[src/rtl/uart_rx_pkg.sv]
// Shared types and default sizing for the UART receive controller.
package uart_rx_pkg;

  localparam int unsigned CLKS_PER_BIT_DFLT = 10;
  localparam int unsigned DATA_BITS_DFLT    = 8;
  localparam int unsigned TIMER_BITS        = 4;

  typedef enum logic [2:0] {
    IDLE,
    START,
    DATA,
    STOP,
    LOAD
  } rx_state_e;

endpackage

[src/rtl/flex_counter.sv]
// Parameterised up-counter with clear, enable and rollover flag.
module flex_counter #(
  parameter int unsigned NUM_CNT_BITS = 4
) (
  input  logic                    clk,
  input  logic                    n_rst,
  input  logic                    clear,
  input  logic                    count_enable,
  input  logic [NUM_CNT_BITS-1:0] rollover_val,
  output logic [NUM_CNT_BITS-1:0] count_out,
  output logic                    rollover_flag
);

  localparam logic [NUM_CNT_BITS-1:0] ONE = NUM_CNT_BITS'(1);

  logic [NUM_CNT_BITS-1:0] r_count;

  // Clear together with enable restarts at 1, so that cycle already counts.
  always_ff @(posedge clk or negedge n_rst) begin
    if (!n_rst) begin
      r_count <= '0;
    end else if (clear) begin
      r_count <= count_enable ? ONE : '0;
    end else if (count_enable) begin
      if (r_count == rollover_val) r_count <= ONE;
      else                         r_count <= r_count + ONE;
    end
  end

  assign count_out     = r_count;
  assign rollover_flag = (r_count == rollover_val);

endmodule

[src/rtl/uart_rx_ctrl.sv]
// UART receiver: synchronised line, mid-bit sampling, single-entry output
// buffer with overrun and framing status.
module uart_rx_ctrl
  import uart_rx_pkg::*;
#(
  parameter int unsigned CLKS_PER_BIT = CLKS_PER_BIT_DFLT,
  parameter int unsigned DATA_BITS    = DATA_BITS_DFLT
) (
  input  logic                 clk,
  input  logic                 n_rst,
  input  logic                 serial_in,
  input  logic                 data_read,
  output logic [DATA_BITS-1:0] rx_data,
  output logic                 data_ready,
  output logic                 overrun_error,
  output logic                 framing_error
);

  localparam int unsigned BC_BITS = $clog2(DATA_BITS + 1);
  localparam logic [TIMER_BITS-1:0] HALF_BIT = TIMER_BITS'(CLKS_PER_BIT / 2);
  localparam logic [TIMER_BITS-1:0] FULL_BIT = TIMER_BITS'(CLKS_PER_BIT);
  localparam logic [BC_BITS-1:0]    LAST_BIT = BC_BITS'(DATA_BITS - 1);
  localparam logic [BC_BITS-1:0]    ALL_BITS = BC_BITS'(DATA_BITS);

  rx_state_e r_state, w_state_n;

  logic r_sync1, r_sync2, r_sync_prev;
  logic [DATA_BITS-1:0] r_shift, r_rx_data;
  logic r_data_ready, r_overrun, r_framing;

  logic w_start_edge, w_tmr_active, w_tmr_clear, w_tmr_en, w_tmr_flag, w_strobe;
  logic [TIMER_BITS-1:0] w_tmr_roll, w_tmr_count;
  logic w_bit_clear, w_bit_en, w_bit_flag;
  logic [BC_BITS-1:0] w_bit_count;
  logic w_shift_en, w_load, w_frame_err;

  always_ff @(posedge clk or negedge n_rst) begin
    if (!n_rst) begin
      r_sync1     <= 1'b1;
      r_sync2     <= 1'b1;
      r_sync_prev <= 1'b1;
    end else begin
      r_sync1     <= serial_in;
      r_sync2     <= r_sync1;
      r_sync_prev <= r_sync2;
    end
  end

  assign w_start_edge = (r_state == IDLE) && !r_sync2 && r_sync_prev;
  assign w_tmr_active = (r_state == START) || (r_state == DATA) || (r_state == STOP);
  assign w_tmr_clear  = (r_state == IDLE);
  assign w_tmr_en     = w_tmr_active || w_start_edge;
  assign w_tmr_roll   = (r_state == START) ? HALF_BIT : FULL_BIT;
  // A parked timer (count 0) never reports a strobe.
  assign w_strobe     = w_tmr_flag && w_tmr_active && (w_tmr_count != '0);
  assign w_bit_clear  = (r_state == IDLE);
  assign w_bit_en     = w_shift_en;

  flex_counter #(.NUM_CNT_BITS(TIMER_BITS)) u_bit_timer (
    .clk          (clk),
    .n_rst        (n_rst),
    .clear        (w_tmr_clear),
    .count_enable (w_tmr_en),
    .rollover_val (w_tmr_roll),
    .count_out    (w_tmr_count),
    .rollover_flag(w_tmr_flag)
  );

  flex_counter #(.NUM_CNT_BITS(BC_BITS)) u_bit_count (
    .clk          (clk),
    .n_rst        (n_rst),
    .clear        (w_bit_clear),
    .count_enable (w_bit_en),
    .rollover_val (ALL_BITS),
    .count_out    (w_bit_count),
    .rollover_flag(w_bit_flag)
  );

  always_comb begin
    w_state_n   = r_state;
    w_shift_en  = 1'b0;
    w_load      = 1'b0;
    w_frame_err = 1'b0;
    case (r_state)
      IDLE:  if (w_start_edge) w_state_n = START;
      START: if (w_strobe) w_state_n = r_sync2 ? IDLE : DATA;
      DATA: begin
        if (w_strobe) begin
          w_shift_en = 1'b1;
          if (w_bit_count == LAST_BIT) w_state_n = STOP;
        end
      end
      STOP: begin
        if (w_strobe && w_bit_flag) begin
          if (r_sync2) begin
            w_state_n = LOAD;
          end else begin
            w_frame_err = 1'b1;
            w_state_n   = IDLE;
          end
        end
      end
      LOAD: begin
        w_load    = 1'b1;
        w_state_n = IDLE;
      end
      default: w_state_n = IDLE;
    endcase
  end

  always_ff @(posedge clk or negedge n_rst) begin
    if (!n_rst) r_state <= IDLE;
    else        r_state <= w_state_n;
  end

  always_ff @(posedge clk or negedge n_rst) begin
    if (!n_rst)          r_shift <= '0;
    else if (w_shift_en) r_shift <= {r_sync2, r_shift[DATA_BITS-1:1]};
  end

  always_ff @(posedge clk or negedge n_rst) begin
    if (!n_rst)      r_rx_data <= '0;
    else if (w_load) r_rx_data <= r_shift;
  end

  // A read landing on the LOAD cycle consumes the old byte, so no overrun.
  always_ff @(posedge clk or negedge n_rst) begin
    if (!n_rst) begin
      r_data_ready <= 1'b0;
      r_overrun    <= 1'b0;
    end else if (w_load) begin
      r_data_ready <= 1'b1;
      r_overrun    <= r_data_ready && !data_read;
    end else if (data_read) begin
      r_data_ready <= 1'b0;
      r_overrun    <= 1'b0;
    end
  end

  always_ff @(posedge clk or negedge n_rst) begin
    if (!n_rst)            r_framing <= 1'b0;
    else if (w_frame_err)  r_framing <= 1'b1;
    else if (w_start_edge) r_framing <= 1'b0;
  end

  assign rx_data       = r_rx_data;
  assign data_ready    = r_data_ready;
  assign overrun_error = r_overrun;
  assign framing_error = r_framing;

endmodule

[config.mk]
export PLATFORM = sky130hd
export DESIGN_NAME = uart_rx_ctrl
export DESIGN_NICKNAME = d
export VERILOG_FILES = /design/src/rtl/uart_rx_pkg.sv /design/src/rtl/flex_counter.sv /design/src/rtl/uart_rx_ctrl.sv
export SDC_FILE = /design/constraint.sdc
export NUM_CORES = 1
export LEC_CHECK = 0
export ABC_AREA = 1
export CORE_ASPECT_RATIO = 1.5
export CORE_MARGIN = 4
export CORE_UTILIZATION = 45
export CTS_BUF_LIST = sky130_fd_sc_hd__clkbuf_16
export DETAILED_ROUTE_END_ITERATION = 8
export PLACE_DENSITY = 0.68
export SETUP_SLACK_MARGIN = 0.15
export SKIP_LAST_GASP = 1
export SLEW_MARGIN = 20
export SYNTH_ARGS = -nofsm -noshare
export SYNTH_HDL_FRONTEND = slang
export SYNTH_SLANG_ARGS = --single-unit
[constraint.sdc]
create_clock -name clk -period 1.2 [get_ports clk]
set_input_delay 0.18 -clock clk [delete_from_list [all_inputs] [get_ports clk]]
set_output_delay 0.18 -clock clk [all_outputs]
set_load 0.02 [all_outputs]
==> results of run 1 <==
[cells by family after synthesis]
family | after synthesis | synth area share [%]
AND/OR/NAND/NOR | 70 | 22.3
flip-flops | 33 | 52.0
AO/OA/AOI/OAI | 31 | 12.9
buffers and inverters | 30 | 7.85
adder cells (fa/ha/maj) | 4 | 3.14
XOR/XNOR | 2 | 1.10
multiplexers | 1 | 0.706
[cell usage after synthesis (all sizes together)]
cell type  number  area [sq um]
dfstp           3          78.8
o21ai          26           160
ha              4          50.1
xor2            1          8.76
nor2           11          53.8
nand2          44           206
o32ai           2          17.5
mux2            1          11.3
o22ai           1          6.26
buf             2          20.0
inv            28           105
xnor2           1          8.76
a22oi           1          12.5
nand3          14          85.1
nor3            1          10.0
a21oi           1          8.76
dfrtp          30           751
[path summary, 6_finish.rpt]
check | from | depth (start not counted) | endpoint | slack (ns)
min in group clk | serial_in | 1 | r_sync1 | 0.31
worst max-delay path | r_state[2] | 6 | u_bit_timer.count_out[2] | -0.24
worst min register to register | r_sync1 | 0 | r_sync2 | 0.35
worst min-delay path | n_rst | 2 | u_bit_count.count_out[2] | 0.27
worst max register to register | r_state[2] | 6 | u_bit_timer.count_out[2] | -0.24
max in group asynchronous | n_rst | 2 | r_sync1 | 0.68
[placed cells by master (no fill, tap or decap), types with 5 or more instances in the layout]
master and instances:
dfrtp_1 27, inv_2 8, clkbuf_16 5, buf_4 34, inv_1 20, nand2_2 12, o21ai_2 9, nand2_1 26
buf_6 8, o21ai_1 14, buf_2 10, nand3_1 9
[through the flow]
stage | setup WS [ns] | instance area [sq um] | setup TNS [ns] | utilization [%] | cells
floorplan | -0.0719 | 1600 | -0.438 | - | 171
global placement | -0.159 | 1990 | -1.91 | 58.2 | 252
detailed placement | -0.205 | 1990 | -2.78 | 58.2 | 252
CTS | -0.174 | 2170 | -2.60 | 63.4 | 264
global route | -0.293 | 2430 | -5.51 | 71.0 | 277
finish | -0.245 | 2430 | -3.84 | 71.0 | 277
[sequential cells by signal, indices dropped and copies added (netlist names)]
signal                 count
r_shift                    8
rx_data                    8
u_bit_count.count_out      4
u_bit_timer.count_out      4
r_state                    3
data_ready                 1
framing_error              1
overrun_error              1
r_sync1                    1
r_sync2                    1
r_sync_prev                1
[layer usage]
layer,routed length (um),vias to the layer above,GRT usage (%)
li1,-,666,-
met4,101,0,9.03
met2,2400,20,31.7
met3,115,8,5.25
met5,0,-,0
met1,1550,677,15.9
[critical path: cells and delay by family, from the launching register on]
family                 cells  cell delay (ns)
AOI/OAI and AO/OA          1             0.25
buffers and inverters      4             0.44
DFF                        1             0.45
and+or+nand+nor            1             0.22
[final cells by class]
cell class                      count  area share (%)
Clock buffer                        5            5.16
Multi-Input combinational cell    108            32.7
Timing Repair Buffer               58            19.4
Inverter                           28            4.33
Tap cell                           42            2.17
Clock inverter                      3            1.91
Sequential cell                    33            34.3
[power by group through the flow]
| stage | clock (mW) | combinational, mW | sequential, mW |
|---|---|---|---|
| final | 1.47 | 1.86 | 1.37 |
| after global routing | 1.54 | 2.02 | 1.38 |
| after CTS | 1.49 | 1.33 | 1.35 |
| after detailed placement | 0 | 1.22 | 1.36 |
| after global placement | 0 | 1.18 | 1.35 |
| after floorplan | 0 | 0.752 | 1.35 |
[timing repair]
item | in CTS | in global routing
resized for setup | 49 | 52
setup endpoints to repair | 40 | 31
cloned | 0 | 3
pin swaps | 1 | 10
buffers inserted | 4 | 10
==> results.ini, run 1 <==
[synth]
synth_nets = 179
yosysWarnings = 0
synthDistinctLibCells = 27
syn_avg_cell_area_sq_um = 9.32
ys_seq_elements = 33
netlist_instances = 171
yosysSeqAreaShare_pct = 52.0
syn_area_sq_um = 1590

[setup_path]
crit_path_cell_trace = buf_6, buf_6, nor2_4, buf_4, inv_2, o32ai_2
cpMostUsedCell = buf_6
slowest_stage = dfrtp_2
slowest_delay_ns = 0.45
critPathLaunchType = flip-flop
cp_max_fo = 5
crit_arrival_ns = 1.63
path_class = reg2reg
end_kind = flip-flop
required_ns = 1.38

[routing]
drt_pass1_iterations = 4
wire_per_inst_um = 15.0
vias = 1371
ant_nets = 0
first_iter_violations = 41
drc = 0
routed_via_density = 4.95
routed_wl_um = 4160

[timing]
clock_skew_ns = 0.00332
whs_ns = 0.270
fin_crit_ns = 1.44
worstMarginPinSlew_ns = 0.245
setup_slack_ns = -0.245
slew_viol_final = 0
period_share_pct = 120
maxSlewHeadroom_pct = 83.6
max_freq_ghz = 0.692
timing.final.hold_violations = 0
finalSetupViolations = 24
rsz0062_at_grt = yes

[placed_design]
dpl.hpwl_um = 2390
place_congestion = 0.859
io_buffers = 14

[clocking]
cts.sinks = 33
cts_root_buf = clkbuf_16
cts_max_level = 2
cts_buffer_depth = 2
ctsHoldBuffers = 0
cts_tree = done
numCtsBuffers = 5
clk_latency_ns = 0.28
cts.reportedPaths.clkPinSlew_ns = 0.05

[global_routing]
overflow = 0
grt_max_degree = 34
grt_pass1_vias = 1426
grt_usage_pct = 16.8
antenna_found_initial = 0
grt_pass1_wl_um = 5930

[power]
p_total_mw = 4.70
p_leak_nw = 1.14
swShare_pct = 34.1
seqPwrFrac_pct = 29.1
irDropWorstVdd_mv = 1.64
p_comb_share_pct = 39.6
powerDensity_nw_per_um2 = 1940
pwr-share-clk_pct = 31.4
intPower_mw = 3.09
p_sw_mw = 1.60

[cells_and_area]
fin_nets = 242
n_fill_cell = 248
syn_to_final_growth_pct = 52.2
regArea_sq_um = 833
diodes = 0
multi_input_area_sq_um = 793
drive_gt1_share_pct = 52.8

[status]
violations = negative setup slack
outcome = complete, but fails checks

[floorplan]
start_util_pct = 46.7
core_sq_um = 3420
io_pins = 15
rows = 26
fp.dieH_um = 80.9
die_w_um = 56.6
die_area_sq_um = 4580

[run]
maxCapViolCount = 0

[hold_path]
hold_class = in2async

Power figures use the tool's default switching activity.
==> run 2: changes to the inputs <==
- CORE_ASPECT_RATIO: 1.5 -> not set
- PLACE_DENSITY: 0.68 -> 0.65
- clock period: 1.2 -> 1.7 ns (I/O delays scaled with it)
==> run 2 against run 1 <==
Effect of this change:
- the run now ends clean
- global-route usage shrank 1.2 points
- via count shrank 12%
- sequential cell count is the same
- power shrank 48%
- die area shrank 0.44%
- sequential power shrank 30%
- utilization shrank 13 points
- cell count shrank 13%
- clock skew grew 0.0027 ns
- highest routed layer unchanged
==> results.ini, run 2 (synthesis gave the netlist of run 1 again) <==
[cells_and_area]
diodes = 0
regArea_sq_um = 830
most-common-layout-cells = nand2_1 (37), dfrtp_1 (30), inv_1 (23), o21ai_0 (14), clkdlybuf4s50_1 (14)
instances_no_fill = 242
fin_nets = 203
syn_to_final_growth_pct = 22.4
mostFrequentLayoutCell = nand2_1
drive_gt1_share_pct = 24.0
n_fill_cell = 303
multi_input_area_sq_um = 644

[setup_path]
cp.buffers_inverters = 1
path_class = reg2out
critPathLaunchType = flip-flop
cp_top_family = buffers and inverters
ff2ff_setup_slack_ns = 0.26
crit_path_end = rx_data[7]
slowest_stage = clkdlybuf4s50_1
r2r_end = r_state[0]
crit_path_start = rx_data[7]
crit_arrival_ns = 1.23
r2r-start = u_bit_timer.count_out[0]
reg2reg_depth = 10
end_kind = primary output
required_ns = 1.44
crit_path_cell_trace = clkdlybuf4s50_1
slowest_delay_ns = 0.61
cp_max_fo = 2
crit_cells = 1

[run]
maxCapViolCount = 0

[routing]
first_iter_violations = 71
routed_via_density = 4.97
routed_wl_um = 2920
vias = 1202
drt_pass1_iterations = 5
ant_nets = 0
wire_per_inst_um = 12.1
drc = 0

[power]
p_comb_share_pct = 27.5
pwr-share-clk_pct = 33.6
intPower_mw = 1.63
p_leak_nw = 0.885
p_total_mw = 2.46
swShare_pct = 33.8
irDropWorstVdd_mv = 0.649
p_sw_uw = 832
seqPwrFrac_pct = 38.9
powerDensity_nw_per_um2 = 1260

[timing]
worstMarginPinSlew_ns = 0.408
period_share_pct = 87.2
setup_slack_ns = 0.217
max_freq_ghz = 0.674
rsz0062_at_grt = no
whs_ns = 0.354
slew_viol_final = 0
fin_setup_tns_ns = 0
clock_skew_ns = 0.00604
fin_crit_ns = 1.48
maxSlewHeadroom_pct = 72.8
finalSetupViolations = 0
timing.final.hold_violations = 0

[clocking]
cts.reportedPaths.clkPinSlew_ns = 0.05
numCtsBuffers = 5
cts_buffer_depth = 2
cts_root_buf = clkbuf_16
cts.sinks = 33
ctsHoldBuffers = 0
clk_latency_ns = 0.27
cts_max_level = 2
cts_tree = done

[placed_design]
place_congestion = 0.957
place_ws_ns = 0.273
dpl.hpwl_um = 1970
io_buffers = 14
dp_cells = 231

[floorplan]
die_area_sq_um = 4560
fp.dieH_um = 67.5
io_pins = 15
core_sq_um = 3390
start_util_pct = 47.0
rows = 21
die_w_um = 67.5

[global_routing]
grt_usage_pct = 15.6
antenna_found_initial = 0
overflow = 0
grt_max_degree = 34
grt_pass1_vias = 1161
grt_pass1_wl_um = 5200

[hold_path]
hold_class = reg2reg
hold_depth = 0

[status]
outcome = finished, final reports clean

[run 2: cell types whose count changed in the layout (fill, tap and decap cells not counted), sizes merged]
cell           delta
clkinvlp          -1
clkdlybuf4s50    +11
clkbuf            -1
buf              -49
inv               +3
bufinv            -1
clkinv            -1
[run 2: stage by stage]
stage / cell area [sq um] / utilization [%]
floorplan: 1590 / -
global placement: 1790 / 52.7
detailed placement: 1790 / 52.7
CTS: 1920 / 56.7
global route: 1950 / 57.5
finish: 1950 / 57.5
[run 2: cell type report]
type | count | area share (%)
Clock buffer | 5 | 6.41
Clock inverter | 3 | 0.577
Inverter | 28 | 5.39
Multi-Input combinational cell | 108 | 33.0
Sequential cell | 33 | 42.5
Tap cell | 46 | 2.95
Timing Repair Buffer | 19 | 9.11
[run 2: what timing repair did]
item	4_1_cts	5_1_grt
resized for setup	0	4
buffers inserted	0	3
endpoints found under the setup margin	0	3
[run 2: power by group through the flow]
| stage | Clock [mW] | Combinational, mW | Sequential [mW] |
|---|---|---|---|
| floorplan | 0 | 0.524 | 0.951 |
| global placement | 0 | 0.639 | 0.964 |
| detailed placement | 0 | 0.655 | 0.965 |
| CTS | 0.845 | 0.670 | 0.954 |
| global route | 0.881 | 0.777 | 0.970 |
| finish | 0.825 | 0.676 | 0.957 |
[run 2: worst reg2reg max path: stages (launching register included)]
cell and delay [ns]:
dfrtp_1 0.43, inv_2 0.09, nand2_1 0.05, nor2_1 0.10
nand2_1 0.10, nand2_4 0.14, nand3_2 0.10, nand2_2 0.11
nand3_2 0.09, nand2_1 0.08, nand2_1 0.05
[run 2: worst min path at each step]
stage                       start         end  slack (ns)
after detailed placement  r_sync1     r_sync2        0.35
after CTS                 r_sync1     r_sync2        0.35
final                     r_sync1     r_sync2        0.35
after global routing      r_sync1     r_sync2        0.36
after floorplan             n_rst  data_ready       -0.04
after global placement    r_sync1     r_sync2        0.35
[run 2: layer usage]
layer | part of all wire, % | global-route usage, % | vias to the layer above | wire length [um]
li1 | - | - | 595 | -
met1 | 45 | 20.1 | 568 | 1330
met2 | 47 | 23.0 | 30 | 1390
met3 | 4.9 | 4.83 | 9 | 142
met4 | 2.2 | 9.11 | 0 | 63
met5 | 0 | 0 | - | 0
==> run 3: changes to the inputs <==
- CORE_MARGIN: 4 -> 2
==> run 3 against run 2 <==
Effect of this change:
- critical path depth did not move
- power up 2.2%
- sequential cell count unchanged
- clock skew shrank 0.0030 ns
- clock power increased by 3.2%
- hold slack better by 0.0036 ns
- setup slack improved by 0.0016 ns
- routed wire length shrank 1.8%
- count of clock-buffer cells in the layout is the same
- register-to-register slack gained 0.03 ns
- die area is 11% lower
- critical path type unchanged
- largest power group unchanged
==> results.ini, run 3 (synthesis gave the netlist of run 1 again) <==
[status]
outcome = finished, final reports clean

[routing]
routed_via_density = 4.84
drt_pass1_iterations = 4
ant_nets = 0
routed_wl_um = 2870
drc = 0
first_iter_violations = 67
vias = 1176
wire_per_inst_um = 11.8

[setup_path]
r2r_end = r_state[1]
crit_path_cell_trace = clkdlybuf4s50_1
slowest_stage = clkdlybuf4s50_1
slowest_delay_ns = 0.60
ff2ff_setup_slack_ns = 0.29
end_kind = primary output
cp_max_fo = 2
r2r-start = u_bit_timer.count_out[0]
reg2reg_depth = 10
cp.buffers_inverters = 1
path_class = reg2out
cp_top_family = buffers and inverters
crit_arrival_ns = 1.23
required_ns = 1.44
crit_path_start = rx_data[3]
critPathLaunchType = flip-flop

[hold_path]
hold_depth = 0
hold_class = reg2reg
hold_start = r_sync1
min_to = r_sync2

[global_routing]
grt_util_met1_pct = 18.3
grt_usage_pct = 16.8
grt_pass1_wl_um = 5200
grt_use_met3_pct = 6.25
grt_pass1_vias = 1199
overflow = 0
grt_use_met2_pct = 28.8
grt-busiest-layer = met2
antenna_found_initial = 0
grt_max_degree = 34

[floorplan]
die_w_um = 63.5
die_area_sq_um = 4030
start_util_pct = 47.4
rows = 21
core_sq_um = 3360
fp.dieH_um = 63.5
io_pins = 15

[run]
maxCapViolCount = 0

[timing]
fin_setup_tns_ns = 0
rsz0062_at_grt = no
slew_viol_final = 0
fin_crit_ns = 1.48
period_share_pct = 87.1
worstMarginPinSlew_ns = 0.420
setup_slack_ns = 0.218
maxSlewHeadroom_pct = 72.0
finalSetupViolations = 0
max_freq_ghz = 0.675
timing.final.hold_violations = 0
clock_skew_ns = 0.00305

[power]
irDropWorstVdd_mv = 0.577
powerDensity_nw_per_um2 = 1280
p_leak_nw = 0.889
p_total_mw = 2.51

[clocking]
numCtsBuffers = 5
cts_max_level = 2
ctsHoldBuffers = 0
cts_root_buf = clkbuf_16
cts_tree = done
cts_buffer_depth = 2
cts.reportedPaths.clkPinSlew_ns = 0.05
clk_latency_ns = 0.28
cts.sinks = 33

[placed_design]
dp_cells = 231
io_buffers = 14
place_ws_ns = 0.237
placed_area_sq_um = 1790
place_congestion = 0.827
dpl.hpwl_um = 2020

[cells_and_area]
multi_input_area_sq_um = 639
regArea_sq_um = 831
fin_area_sq_um = 1960
most-common-layout-cells = nand2_1 (37), dfrtp_1 (29), inv_1 (23), o21ai_0 (14), clkdlybuf4s50_1 (14)
diodes = 0
n_fill_cell = 335
drive_gt1_share_pct = 24.4
syn_to_final_growth_pct = 22.8
mostFrequentLayoutCell = nand2_1
instances_no_fill = 243
fin_nets = 204

run 3: changes by cell type in the layout (fill, tap and decap cells not counted):
cell | previous run | this run
nand3_1 | 10 | 11
dfrtp_2 | 0 | 1
clkinv_2 | 0 | 2
inv_2 | 8 | 6
buf_4 | 5 | 6
nand3_2 | 4 | 3
dfrtp_1 | 30 | 29
run 3: how the worst max path moves through the flow:
stage	endpoint	depth (start not counted)
2_1_floorplan	r_shift[5]	9
3_3_place_gp	r_state[0]	10
3_5_place_dp	r_state[0]	10
4_1_cts	rx_data[6]	1
5_1_grt	rx_data[1]	1
6_report	rx_data[3]	1
run 3: metal layers:
metal,share of wire [%],up-vias,wire (um)
li1,-,594,-
met1,44,555,1270
met2,50,18,1420
met3,3.6,9,104
met4,2.4,0,69
met5,0,-,0
run 3: cell type report:
type                    instances  share of cell area [%]
inverters                      28                    5.37
flip-flops and latches         33                    42.5
multi-input cells             108                    32.7
clock buffers                   5                    6.39
well taps                      46                    2.94
clock inverters                 3                   0.703
repair buffers                 20                    9.46
run 3: where the power goes:
part	total, mW	switching, mW	internal, mW
clock	0.851	0.321	0.531
combinational	0.709	0.448	0.260
sequential	0.952	0.0829	0.869
total	2.51	0.852	1.66
run 3: stage by stage:
step,util (%),hold WS (ns)
2_1_floorplan,-,-0.0406
3_3_place_gp,53.1,0.346
3_5_place_dp,53.1,0.351
4_1_cts,57.3,0.359
5_1_grt,58.2,0.366
6_report,58.2,0.357
run 3: repair_timing:
| action | in CTS | in global routing |
|---|---|---|
| resized for setup | 0 | 2 |
| buffers inserted | 0 | 4 |
| endpoints found under the setup margin | 0 | 6 |
